File: config.mk
export PLATFORM = sky130hd
export DESIGN_NAME = uni_count_ctrl_flat
export DESIGN_NICKNAME = d
export VERILOG_FILES = /design/src/rtl/uni_count_ctrl_if.sv /design/src/rtl/uni_count_ctrl.sv /design/src/flat_wrapper.sv
export SDC_FILE = /design/constraint.sdc
export NUM_CORES = 1
export LEC_CHECK = 0
export BUFFER_PORTS_ARGS = -buffer_cell sky130_fd_sc_hd__buf_2
export CELL_PAD_IN_SITES_DETAIL_PLACEMENT = 0
export CELL_PAD_IN_SITES_GLOBAL_PLACEMENT = 1
export CORE_MARGIN = 4
export CORE_UTILIZATION = 42
export CTS_BUF_LIST = sky130_fd_sc_hd__clkbuf_4
export CTS_CLUSTER_SIZE = 8
export DETAILED_ROUTE_END_ITERATION = 7
export GPL_TIMING_DRIVEN = 1
export PLACE_DENSITY = 0.82
export SLEW_MARGIN = 20
export SYNTH_ARGS = -nofsm -noshare
export SYNTH_HDL_FRONTEND = slang
export SYNTH_SLANG_ARGS = --single-unit
File: constraint.sdc
create_clock -name clk -period 3.2 [get_ports clk]
set_input_delay 0.64 -clock clk [delete_from_list [all_inputs] [get_ports clk]]
set_output_delay 0.64 -clock clk [all_outputs]
set_load 0.02 [all_outputs]
File: src/rtl/uni_count_ctrl_if.sv
// Command / response handshake bundle for the universal counter controller.
// The master offers commands and accepts responses; the slave is the controller.
interface uni_count_ctrl_if #(
  parameter int unsigned WIDTH  = 4,
  parameter int unsigned STEP_W = 8
);
  logic              cmd_valid;
  logic              cmd_ready;
  logic [1:0]        cmd_op;
  logic [WIDTH-1:0]  cmd_data;
  logic [STEP_W-1:0] cmd_steps;
  logic              rsp_valid;
  logic              rsp_ready;
  logic [WIDTH-1:0]  rsp_value;
  logic              rsp_err;

  modport master (
    output cmd_valid, cmd_op, cmd_data, cmd_steps, rsp_ready,
    input  cmd_ready, rsp_valid, rsp_value, rsp_err
  );

  modport slave (
    input  cmd_valid, cmd_op, cmd_data, cmd_steps, rsp_ready,
    output cmd_ready, rsp_valid, rsp_value, rsp_err
  );
endinterface

File: src/rtl/uni_count_ctrl.sv
// Command-driven master for an up/down/load counter. Runs one LOAD, COUNT or NOP
// per command, then reads the counter back and reports value plus mismatch flag.
module uni_count_ctrl #(
  parameter int unsigned WIDTH  = 4,
  parameter int unsigned STEP_W = 8
) (
  input  logic             clk,
  input  logic             reset_n,
  uni_count_ctrl_if.slave  bus,
  output logic             count_en,
  output logic             load_en,
  output logic             up_down,
  output logic [WIDTH-1:0] data_in,
  input  logic [WIDTH-1:0] q_out,
  output logic             busy
);

  localparam logic [1:0] OpNop  = 2'b00;
  localparam logic [1:0] OpLoad = 2'b01;
  localparam logic [1:0] OpUp   = 2'b10;
  localparam logic [1:0] OpDown = 2'b11;

  typedef enum logic [2:0] {StIdle, StLoad, StCount, StChk, StResp} state_e;

  state_e            state_q, state_d;
  logic [STEP_W-1:0] remain_q, remain_d;
  logic [WIDTH-1:0]  expect_q, expect_d;
  logic              count_en_q, count_en_d;
  logic              load_en_q, load_en_d;
  logic              up_down_q, up_down_d;
  logic [WIDTH-1:0]  data_in_q, data_in_d;
  logic              cmd_ready_q, cmd_ready_d;
  logic              rsp_valid_q, rsp_valid_d;
  logic [WIDTH-1:0]  rsp_value_q, rsp_value_d;
  logic              rsp_err_q, rsp_err_d;
  logic              busy_q, busy_d;

  // Steps reduced mod 2^WIDTH; the counter wraps, so only the low bits matter.
  logic [WIDTH-1:0]  steps_mod;
  assign steps_mod = WIDTH'(bus.cmd_steps);

  // Next-state and next-output decode.
  always_comb begin
    state_d     = state_q;
    remain_d    = remain_q;
    expect_d    = expect_q;
    count_en_d  = count_en_q;
    load_en_d   = load_en_q;
    up_down_d   = up_down_q;
    data_in_d   = data_in_q;
    rsp_valid_d = rsp_valid_q;
    rsp_value_d = rsp_value_q;
    rsp_err_d   = rsp_err_q;

    unique case (state_q)
      StIdle: begin
        if (bus.cmd_valid && cmd_ready_q) begin
          unique case (bus.cmd_op)
            OpLoad: begin
              state_d   = StLoad;
              load_en_d = 1'b1;
              data_in_d = bus.cmd_data;
              expect_d  = bus.cmd_data;
            end
            OpUp, OpDown: begin
              up_down_d = (bus.cmd_op == OpUp);
              expect_d  = (bus.cmd_op == OpUp) ? q_out + steps_mod : q_out - steps_mod;
              if (bus.cmd_steps == '0) begin
                state_d = StChk;
              end else begin
                state_d    = StCount;
                count_en_d = 1'b1;
                remain_d   = bus.cmd_steps;
              end
            end
            OpNop: begin
              expect_d = q_out;
              state_d  = StChk;
            end
            default: state_d = StIdle;
          endcase
        end
      end
      StLoad: begin
        load_en_d = 1'b0;
        state_d   = StChk;
      end
      StCount: begin
        // remain_q counts enable cycles still owed including the current one.
        if (remain_q == STEP_W'(1)) begin
          count_en_d = 1'b0;
          state_d    = StChk;
        end else begin
          remain_d = remain_q - STEP_W'(1);
        end
      end
      StChk: begin
        rsp_valid_d = 1'b1;
        rsp_value_d = q_out;
        rsp_err_d   = (q_out != expect_q);
        state_d     = StResp;
      end
      StResp: begin
        if (bus.rsp_ready) begin
          rsp_valid_d = 1'b0;
          state_d     = StIdle;
        end
      end
      default: state_d = StIdle;
    endcase

    cmd_ready_d = (state_d == StIdle);
    busy_d      = (state_d != StIdle);
  end

  // State and registered outputs with synchronous active-low reset.
  always_ff @(posedge clk) begin
    if (!reset_n) begin
      state_q     <= StIdle;
      remain_q    <= '0;
      expect_q    <= '0;
      count_en_q  <= 1'b0;
      load_en_q   <= 1'b0;
      up_down_q   <= 1'b1;
      data_in_q   <= '0;
      cmd_ready_q <= 1'b1;
      rsp_valid_q <= 1'b0;
      rsp_value_q <= '0;
      rsp_err_q   <= 1'b0;
      busy_q      <= 1'b0;
    end else begin
      state_q     <= state_d;
      remain_q    <= remain_d;
      expect_q    <= expect_d;
      count_en_q  <= count_en_d;
      load_en_q   <= load_en_d;
      up_down_q   <= up_down_d;
      data_in_q   <= data_in_d;
      cmd_ready_q <= cmd_ready_d;
      rsp_valid_q <= rsp_valid_d;
      rsp_value_q <= rsp_value_d;
      rsp_err_q   <= rsp_err_d;
      busy_q      <= busy_d;
    end
  end

  assign count_en      = count_en_q;
  assign load_en       = load_en_q;
  assign up_down       = up_down_q;
  assign data_in       = data_in_q;
  assign busy          = busy_q;
  assign bus.cmd_ready = cmd_ready_q;
  assign bus.rsp_valid = rsp_valid_q;
  assign bus.rsp_value = rsp_value_q;
  assign bus.rsp_err   = rsp_err_q;

endmodule

File: src/flat_wrapper.sv
// flat-port wrapper written by rule: the top's interface ports become plain ports
module uni_count_ctrl_flat 
#(
  parameter int unsigned WIDTH  = 4,
  parameter int unsigned STEP_W = 8
)
  (clk, reset_n, count_en, load_en, up_down, data_in, q_out, busy, bus_cmd_valid, bus_cmd_op, bus_cmd_data, bus_cmd_steps, bus_rsp_ready, bus_cmd_ready, bus_rsp_valid, bus_rsp_value, bus_rsp_err);
  uni_count_ctrl_if #(.WIDTH(WIDTH), .STEP_W(STEP_W)) bus_i ();
  input  logic clk;
  input  logic reset_n;
  output logic count_en;
  output logic load_en;
  output logic up_down;
  output logic [WIDTH-1:0] data_in;
  input  logic [WIDTH-1:0] q_out;
  output logic busy;
  input wire logic [$bits(bus_i.cmd_valid)-1:0] bus_cmd_valid;
  input wire logic [$bits(bus_i.cmd_op)-1:0] bus_cmd_op;
  input wire logic [$bits(bus_i.cmd_data)-1:0] bus_cmd_data;
  input wire logic [$bits(bus_i.cmd_steps)-1:0] bus_cmd_steps;
  input wire logic [$bits(bus_i.rsp_ready)-1:0] bus_rsp_ready;
  output wire logic [$bits(bus_i.cmd_ready)-1:0] bus_cmd_ready;
  output wire logic [$bits(bus_i.rsp_valid)-1:0] bus_rsp_valid;
  output wire logic [$bits(bus_i.rsp_value)-1:0] bus_rsp_value;
  output wire logic [$bits(bus_i.rsp_err)-1:0] bus_rsp_err;
  assign bus_i.cmd_valid = bus_cmd_valid;
  assign bus_i.cmd_op = bus_cmd_op;
  assign bus_i.cmd_data = bus_cmd_data;
  assign bus_i.cmd_steps = bus_cmd_steps;
  assign bus_i.rsp_ready = bus_rsp_ready;
  assign bus_cmd_ready = bus_i.cmd_ready;
  assign bus_rsp_valid = bus_i.rsp_valid;
  assign bus_rsp_value = bus_i.rsp_value;
  assign bus_rsp_err = bus_i.rsp_err;
  uni_count_ctrl #(.WIDTH(WIDTH), .STEP_W(STEP_W)) u_core (.clk(clk), .reset_n(reset_n), .bus(bus_i), .count_en(count_en), .load_en(load_en), .up_down(up_down), .data_in(data_in), .q_out(q_out), .busy(busy));
endmodule
==> flow_metrics.env, run 1 <==
export IMPL_gp_congestion=0.837
export IMPL_cts_resized=0
export IMPL_layout_drive_gt1_share=0.238
export IMPL_worstSkewPairLatency_ps=330
export IMPL_cp_data_arrival_time_ps=2520
export IMPL_power_density_mw_per_mm2=571
export IMPL_skew_ps=5.28
export IMPL_crit_path_top_delay_cell="mux2_2"
export IMPL_regArea_um2=601
export IMPL_grt_max_degree=24
export IMPL_drv_cap=0
export IMPL_core_mm2=0.00414
export IMPL_synth_xor_area_share=0.0450
export IMPL_die_height_um=74.6
export IMPL_synth_simple_gate_area_frac=0.226
export IMPL_min_period_over_period=0.710
export IMPL_rsz0062_at_grt="no"
export IMPL_cts_tree="built"
export IMPL_hold_buffers=0
export IMPL_fmax_mhz=440
export IMPL_finalNetCount=273
export IMPL_layout_common_cells="36 x buf_2, 30 x dfxtp_1, 24 x nand2_1, 15 x a21oi_1, 12 x nor2_1"
export IMPL_ys_async_sr_fraction=0
export IMPL_synth_fp_nets=241
export IMPL_cpPeakStageDelay_ps=380
export IMPL_worst_slew_pin_slew_ps=584
export IMPL_synth_mux_area_frac=0.0497
export IMPL_dp_hpwl_mm=3.29
export IMPL_drt_wl_total_mm=4.47
export IMPL_final_common_cell="buf_2"
export IMPL_finalNonFillerCells=294
export IMPL_multi_input_area_mm2=0.00117
export IMPL_grt_total_usage=0.176
export IMPL_wl_per_cell_um=15.2
export IMPL_path_class="input pin to flip-flop"
export IMPL_drc=0
export IMPL_grt_first_pass_wirelength_mm=7.56
export IMPL_cts_root_buf="clkbuf_4"
export IMPL_synth_compound_area_share=0.256
export IMPL_endpoint_kind="flip-flop"
export IMPL_start_util=0.450
export IMPL_hold_viol=0
export IMPL_vias=1695
export IMPL_dieArea_mm2=0.00557
export IMPL_nFillCells=439
export IMPL_clockBufferDepth=2
export IMPL_grt_most_used_layer="met2"
export IMPL_place_port_buffers=36
export IMPL_fp_dieW_um=74.6
export IMPL_vias_per_cell=5.77
export IMPL_cp_start_kind="input pin"
export IMPL_diodes=0
export IMPL_antenna_left=0
export IMPL_path_cells="buf_2 > nor2b_1 > mux2_2 > ha_1 > a21o_1 > a21oi_1 > xnor3_1 > o221ai_1"
export IMPL_synth_ff_latch_count=30
export IMPL_antenna_found_initial=0
export IMPL_area_delta_synth_final_pct=13.6
export IMPL_drv_slew=0
export IMPL_critPathMaxFanout=16
export IMPL_status="finished clean"
export IMPL_setup_tns_ps=0
export IMPL_slew_headroom=0.607
export IMPL_io_pins=37
export IMPL_syn_area_mm2=0.00186
export IMPL_row_count=23
export IMPL_finalCriticalPeriod_ps=2270
export IMPL_met1_usage=0.235
export IMPL_grtUsageMet2=0.285
export IMPL_finalWorstSetupSlack_ps=929
export IMPL_synth_edf_count=0
export IMPL_ys_seq_area_frac=0.322
export IMPL_cts_buffers=5
export IMPL_min_path_type="flip-flop to flip-flop"
export IMPL_yosys_warnings=0
export IMPL_cts_clk_slew_worst_paths_ps=100
export IMPL_synth_fa_ha_area_frac=0.0510
export IMPL_cts_htree_levels=2
export IMPL_place_ws_ps=548
export IMPL_required_ps=3450
export IMPL_fin_total_pwr_mw=1.21
export IMPL_synth_main_ff_cell="dfxtp_1"
export IMPL_drt_iter0_markers=167
export IMPL_drtPass1Iterations=4
export IMPL_grt_overflow_total=0
export IMPL_synth_top_family_by_area="compound AO/OA/AOI/OAI gates"
export IMPL_synthCells=212
export IMPL_syn_area_per_cell_um2=8.79
export IMPL_ys_types=57
export IMPL_met3_usage=0.0427
export IMPL_setup_violations_final=0
export IMPL_peakVddDrop_uv=221
export IMPL_first_global_vias=1565
export IMPL_p_leak_nw=0.872
export IMPL_dp_cells=287
export IMPL_postCtsSetupBuffers=0
export IMPL_cts_sinks=30
[kinds of logic after synthesis]
| group | after synthesis |
|---|---|
| multiplexers | 9 |
| adder cells (fa/ha/maj) | 7 |
| AND/OR/NAND/NOR | 74 |
| AO/OA/AOI/OAI | 64 |
| flip-flops | 30 |
| buffers and inverters | 20 |
| XOR/XNOR | 8 |
[through the flow]
step                instance area, µm²  hold WS [ps]   util
global route                      2120           479  0.511
detailed placement                2050           446  0.494
global placement                  2050           443  0.494
finish                            2120           456  0.511
floorplan                         1860           448      -
CTS                               2120           460  0.511
[sequential cells by signal, indices dropped and copies added, names as in the netlist]
name,count
u_core.expect_q,4
u_core.up_down,1
u_core.remain_q,8
u_core.bus.rsp_err,1
u_core.bus.rsp_valid,1
u_core.busy,1
u_core.bus.rsp_value,4
u_core.bus.cmd_ready,1
u_core.state_q,3
u_core.data_in,4
u_core.count_en,1
u_core.load_en,1
[cells in the mapped netlist (3+ instances only)]
library cell	number	area share
a21oi_1	15	0.040
nand2b_1	3	0.010
dfxtp_1	30	0.32
xor2_1	6	0.028
o221a_2	3	0.018
o31a_1	3	0.014
nor2_1	12	0.024
o221ai_1	4	0.019
nor4_1	3	0.010
a31oi_1	3	0.010
a222oi_1	3	0.016
nor3_1	5	0.013
ha_1	6	0.040
or4_1	3	0.012
nand2_1	24	0.048
clkbuf_1	7	0.014
and2_1	6	0.020
o21a_1	3	0.012
o21ai_0	9	0.024
inv_1	9	0.018
mux2i_1	7	0.038
[power by group]
| group | internal (mW) | leakage [nW] | total (mW) | switching, mW |
|---|---|---|---|---|
| logic | 0.190 | 0.588 | 0.442 | 0.252 |
| registers | 0.420 | 0.245 | 0.473 | 0.0530 |
| clock network | 0.158 | 0.0387 | 0.294 | 0.136 |
| total | 0.768 | 0.872 | 1.21 | 0.441 |
[cell type report]
type                    instances  area share
clock buffers                   5      0.0177
clock inverters                 2      0.0160
inverters                       9      0.0160
multi-input cells             162       0.552
flip-flops and latches         30       0.284
well taps                      50      0.0296
repair buffers                 36      0.0851
[path summary, 6_finish.rpt]
path | cells past startpoint | slack [ps] | startpoint | endpoint
worst min-delay path | 2 | 460 | u_core.bus.rsp_value[1] | u_core.bus.rsp_value[1]
worst max register to register | 4 | 1220 | u_core.state_q[1] | u_core.remain_q[2]
worst min register to register | 2 | 460 | u_core.bus.rsp_value[1] | u_core.bus.rsp_value[1]
worst max-delay path | 8 | 930 | bus_cmd_op[1] | u_core.expect_q[3]
[routing by layer]
layer | part of all wire | wire length, µm
met1 | 0.46 | 2070
met2 | 0.46 | 2050
met5 | 0 | 0
met3 | 0.063 | 283
met4 | 0.013 | 57
[worst max-delay path, delay by kind of cell]
kind                       cells  cell delay, ps
buffers and inverters          1             230
xor gates and xnor gates       1             220
muxes                          1             380
AOI/OAI and AO/OA              3             520
and+or+nand+nor                1             260
adders and majority gates      1             270
Power figures use the tool's default switching activity.
==> run 2, diff against run 1 <==
clock period = 2.25 ns   (was 3.2 ns; I/O delays follow)
==> flow_metrics.env, run 2 (synthesis results as in run 1) <==
export IMPL_rsz0062_at_grt="no"
export IMPL_wl_per_cell_um=14.8
export IMPL_fin_total_pwr_mw=1.88
export IMPL_finalNonFillerCells=307
export IMPL_finalNetCount=285
export IMPL_critPathBufInv=2
export IMPL_cts_buffers=5
export IMPL_skew_ps=6.60
export IMPL_hold_viol=0
export IMPL_layout_common_cells="36 x buf_2, 30 x dfxtp_1, 24 x nand2_1, 15 x a21oi_1"
export IMPL_finalWorstSetupSlack_ps=311
export IMPL_grt_total_usage=0.178
export IMPL_min_period_over_period=0.862
export IMPL_fmax_mhz=516
export IMPL_p_sw_frac=0.342
export IMPL_antenna_left=0
export IMPL_cp_start_kind="input pin"
export IMPL_start_util=0.450
export IMPL_diodes=0
export IMPL_drtPass1Iterations=5
export IMPL_final_common_cell="buf_2"
export IMPL_cts_resized=0
export IMPL_fin_util=0.540
export IMPL_vias_per_cell=5.69
export IMPL_cpPeakStageDelay_ps=270
export IMPL_peakVddDrop_uv=383
export IMPL_cts_sinks=30
export IMPL_nFillCells=428
export IMPL_cp_top_family="compound AO/OA/AOI/OAI gates"
export IMPL_multi_input_area_mm2=0.00117
export IMPL_drv_slew=0
export IMPL_cts_htree_levels=2
export IMPL_place_area_mm2=0.00214
export IMPL_first_global_vias=1673
export IMPL_finalCriticalPeriod_ps=1940
export IMPL_drc=0
export IMPL_row_count=23
export IMPL_io_pins=37
export IMPL_postCtsSetupBuffers=0
export IMPL_endpoint_kind="flip-flop"
export IMPL_fp_dieW_um=74.6
export IMPL_gp_congestion=0.818
export IMPL_status="finished clean"
export IMPL_cp_common_cell="ha_1"
export IMPL_clockBufferDepth=2
export IMPL_core_mm2=0.00414
export IMPL_hold_buffers=0
export IMPL_grt_max_degree=23
export IMPL_largest_reg_flops=8
export IMPL_cp_data_arrival_time_ps=2190
export IMPL_regMostFlops="u_core.remain_q"
export IMPL_clock_power_share=0.288
export IMPL_layout_drive_gt1_share=0.276
export IMPL_path_cells="buf_2 > inv_1 > ha_1 > mux2_2 > ha_1 > a21o_1 > a21oi_1 > xnor3_1 > o221ai_1"
export IMPL_drt_wl_total_mm=4.55
export IMPL_crit_path_top_delay_cell="mux2_2"
export IMPL_p_leak_nw=0.946
export IMPL_seqPwrFrac=0.353
export IMPL_power_density_mw_per_mm2=838
export IMPL_place_port_buffers=36
export IMPL_die_height_um=74.6
export IMPL_setup_violations_final=0
export IMPL_grt_first_pass_wirelength_mm=7.67
export IMPL_p_switching_mw=0.641
export IMPL_cts_clk_slew_worst_paths_ps=100
export IMPL_critPathMaxFanout=3
export IMPL_setup_tns_ps=0
export IMPL_combPwrFrac=0.359
export IMPL_rrSetupSlack_ps=370
export IMPL_dp_hpwl_mm=3.41
export IMPL_worst_slew_pin_slew_ps=617
export IMPL_place_ws_ps=-26.3
export IMPL_drt_iter0_markers=172
export IMPL_cts_root_buf="clkbuf_4"
export IMPL_dp_cells=299
export IMPL_final_area_mm2=0.00224
export IMPL_fin_hold_ws_ps=366
export IMPL_vias=1748
export IMPL_cts_tree="built"
export IMPL_grt_overflow_total=0
export IMPL_drv_cap=0
export IMPL_slew_headroom=0.583
export IMPL_intPower_mw=1.23
export IMPL_worstSkewPairLatency_ps=330
export IMPL_required_ps=2500
export IMPL_area_delta_synth_final_pct=20.0
export IMPL_dieArea_mm2=0.00557
export IMPL_min_path_type="input pin to flip-flop"
export IMPL_regArea_um2=601
export IMPL_antenna_found_initial=0
export IMPL_path_class="input pin to flip-flop"
## run 2: cell types whose count changed in the layout (fill, tap and decap cells not counted)
cell,before,now
buf_4,0,12
bufinv_16,1,2
## run 2: final timing paths
kind / startpoint / end / cells after the start
hold / removal: bus_cmd_data[1] / u_core.data_in[1] / 3
setup / recovery: bus_cmd_steps[1] / u_core.expect_q[3] / 9
hold reg to reg: u_core.bus.rsp_value[1] / u_core.bus.rsp_value[1] / 2
setup reg to reg: u_core.remain_q[0] / u_core.remain_q[0] / 5
## run 2: power groups by stage
stage	sequential, mW	combinational, mW	clock [mW]
detailed placement	0.672	0.667	0
CTS	0.660	0.670	0.550
global placement	0.672	0.671	0
finish	0.662	0.673	0.540
floorplan	0.676	0.497	0
global route	0.675	0.744	0.574
## run 2: area by class of cell
| type | instances | area share |
|---|---|---|
| Clock buffer | 5 | 0.0168 |
| Multi-Input combinational cell | 162 | 0.522 |
| Tap cell | 50 | 0.0280 |
| Sequential cell | 30 | 0.268 |
| Inverter | 9 | 0.0151 |
| Clock inverter | 3 | 0.0285 |
| Timing Repair Buffer | 48 | 0.121 |
## run 2: tightest hold or removal path: cells and delay by family
kind          cells  cell delay [ps]
mux               1               60
simple gates      1               70
buf+inv           1               90
## run 2: routing by layer
metal / wire length, µm / track usage
met1: 2160 / 0.243
met2: 2050 / 0.286
met3: 290 / 0.0374
met4: 44 / 0.0474
met5: 0 / 0
==> run 3, diff against run 2 <==
REMOVE_ABC_BUFFERS = 1   (was not set)
==> flow_metrics.env, run 3 (synthesis results as in run 1) <==
export IMPL_status="finished clean"
export IMPL_gp_congestion=0.825
export IMPL_cts_root_buf="clkbuf_4"
export IMPL_cts_clk_slew_worst_paths_ps=100
export IMPL_dp_cells=297
export IMPL_wl_met2_mm=2.07
export IMPL_drv_slew=0
export IMPL_drt_wl_total_mm=4.57
export IMPL_die_height_um=74.6
export IMPL_finalWorstSetupSlack_ps=313
export IMPL_peakVddDrop_uv=317
export IMPL_worstRegToRegCells=4
export IMPL_setup_violations_final=0
export IMPL_fin_total_pwr_mw=1.63
export IMPL_worst_slew_pin_slew_ps=512
export IMPL_postCtsSetupBuffers=0
export IMPL_dp_hpwl_mm=3.43
export IMPL_layout_common_cells="36 x buf_2, 30 x dfxtp_1, 24 x nand2_1, 15 x a21oi_1, 12 x nor2_1"
export IMPL_drc=0
export IMPL_cts_tree="built"
export IMPL_whs_path_depth=3
export IMPL_place_ws_ps=11.1
export IMPL_area_delta_synth_final_pct=16.3
export IMPL_start_util=0.450
export IMPL_io_pins=37
export IMPL_row_count=23
export IMPL_hold_viol=0
export IMPL_wl_per_cell_um=15.0
export IMPL_hold_buffers=0
export IMPL_wl_met1_mm=2.23
export IMPL_setup_tns_ps=0
export IMPL_grt_overflow_total=0
export IMPL_top_layer="met4"
export IMPL_required_ps=2520
export IMPL_grt_total_usage=0.178
export IMPL_cts_buffers=5
export IMPL_reg2reg_from="u_core.state_q[1]"
export IMPL_cts_sinks=30
export IMPL_diodes=0
export IMPL_skew_ps=6.20
export IMPL_drtPass1Iterations=4
export IMPL_fmax_mhz=516
export IMPL_antenna_found_initial=0
export IMPL_whs_endpoint="u_core.data_in[2]"
export IMPL_vias=1699
export IMPL_first_global_vias=1592
export IMPL_cts_htree_levels=2
export IMPL_finalCriticalPeriod_ps=1940
export IMPL_rrSetupSlack_ps=310
export IMPL_regMostFlops="u_core.remain_q"
export IMPL_fp_dieW_um=74.6
export IMPL_reg2reg_to="u_core.remain_q[5]"
export IMPL_critPathMaxFanout=13
export IMPL_slew_headroom=0.654
export IMPL_clockBufferDepth=2
export IMPL_drv_cap=0
export IMPL_grt_first_pass_wirelength_mm=7.59
export IMPL_place_port_buffers=36
export IMPL_cp_data_arrival_time_ps=2210
export IMPL_cts_resized=0
export IMPL_cp_start_kind="flip-flop"
export IMPL_largest_reg_flops=8
export IMPL_min_path_type="input pin to flip-flop"
export IMPL_antenna_left=0
export IMPL_finalNetCount=283
export IMPL_power_density_mw_per_mm2=753
export IMPL_fin_hold_ws_ps=365
export IMPL_worstSkewPairLatency_ps=330
export IMPL_min_from="bus_cmd_data[2]"
export IMPL_path_class="flip-flop to flip-flop"
export IMPL_core_mm2=0.00414
export IMPL_vias_per_cell=5.59
export IMPL_endpoint_kind="flip-flop"
export IMPL_grt_max_degree=16
export IMPL_rsz0062_at_grt="no"
export IMPL_p_leak_nw=0.913
export IMPL_drt_iter0_markers=116
export IMPL_layout_drive_gt1_share=0.272
export IMPL_dr_wl_met3_um=211
export IMPL_dieArea_mm2=0.00557
export IMPL_finalNonFillerCells=304
export IMPL_min_period_over_period=0.861
export IMPL_final_common_cell="buf_2"
[run 3: changes by cell type in the layout (fill, tap and decap cells not counted), sizes merged]
cell / previous run / this run
buf: 48 / 46
bufinv: 2 / 0
clkinv: 1 / 2
[run 3: metrics by stage]
step                      cell area, µm²   util
final                               2170  0.523
after global routing                2170  0.523
after CTS                           2170  0.523
after global placement              2120  0.512
after floorplan                     1800      -
after detailed placement            2120  0.512
[run 3: report_power, final]
part,internal (mW),total (mW),switching [mW]
logic,0.288,0.660,0.372
clock network,0.112,0.300,0.188
registers,0.597,0.674,0.0764
[run 3: how the worst max path moves through the flow]
stage / slack, ps / start / end / cells past startpoint
2_1_floorplan: 190 / bus_cmd_steps[0] / u_core.expect_q[3] / 8
3_3_place_gp: 20 / bus_cmd_steps[1] / u_core.expect_q[3] / 9
3_5_place_dp: 10 / bus_cmd_steps[1] / u_core.expect_q[3] / 9
4_1_cts: 300 / u_core.state_q[1] / u_core.remain_q[5] / 4
5_1_grt: 210 / u_core.state_q[1] / u_core.remain_q[5] / 4
6_report: 310 / u_core.state_q[1] / u_core.remain_q[5] / 4
[run 3: worst max-delay path, cell delays in order, from the launching register on]
cell and delay (ps):
dfxtp_1 590, or3b_4 530, or4_1 490, a21oi_1 140
a32o_1 130
[run 3: layout make-up]
cell class,instances,area [µm²]
clock inverter,2,10.0
timing repair buffer,46,255
multi-input combinational,162,1170
sequential,30,601
clock buffer,5,37.5
fill,422,1980
tap,50,62.6
inverter,9,33.8
[run 3: routing by layer]
layer,vias up,track usage
li1,872,-
met1,778,0.246
met2,43,0.275
met3,6,0.0414
met4,0,0.0613
met5,-,0
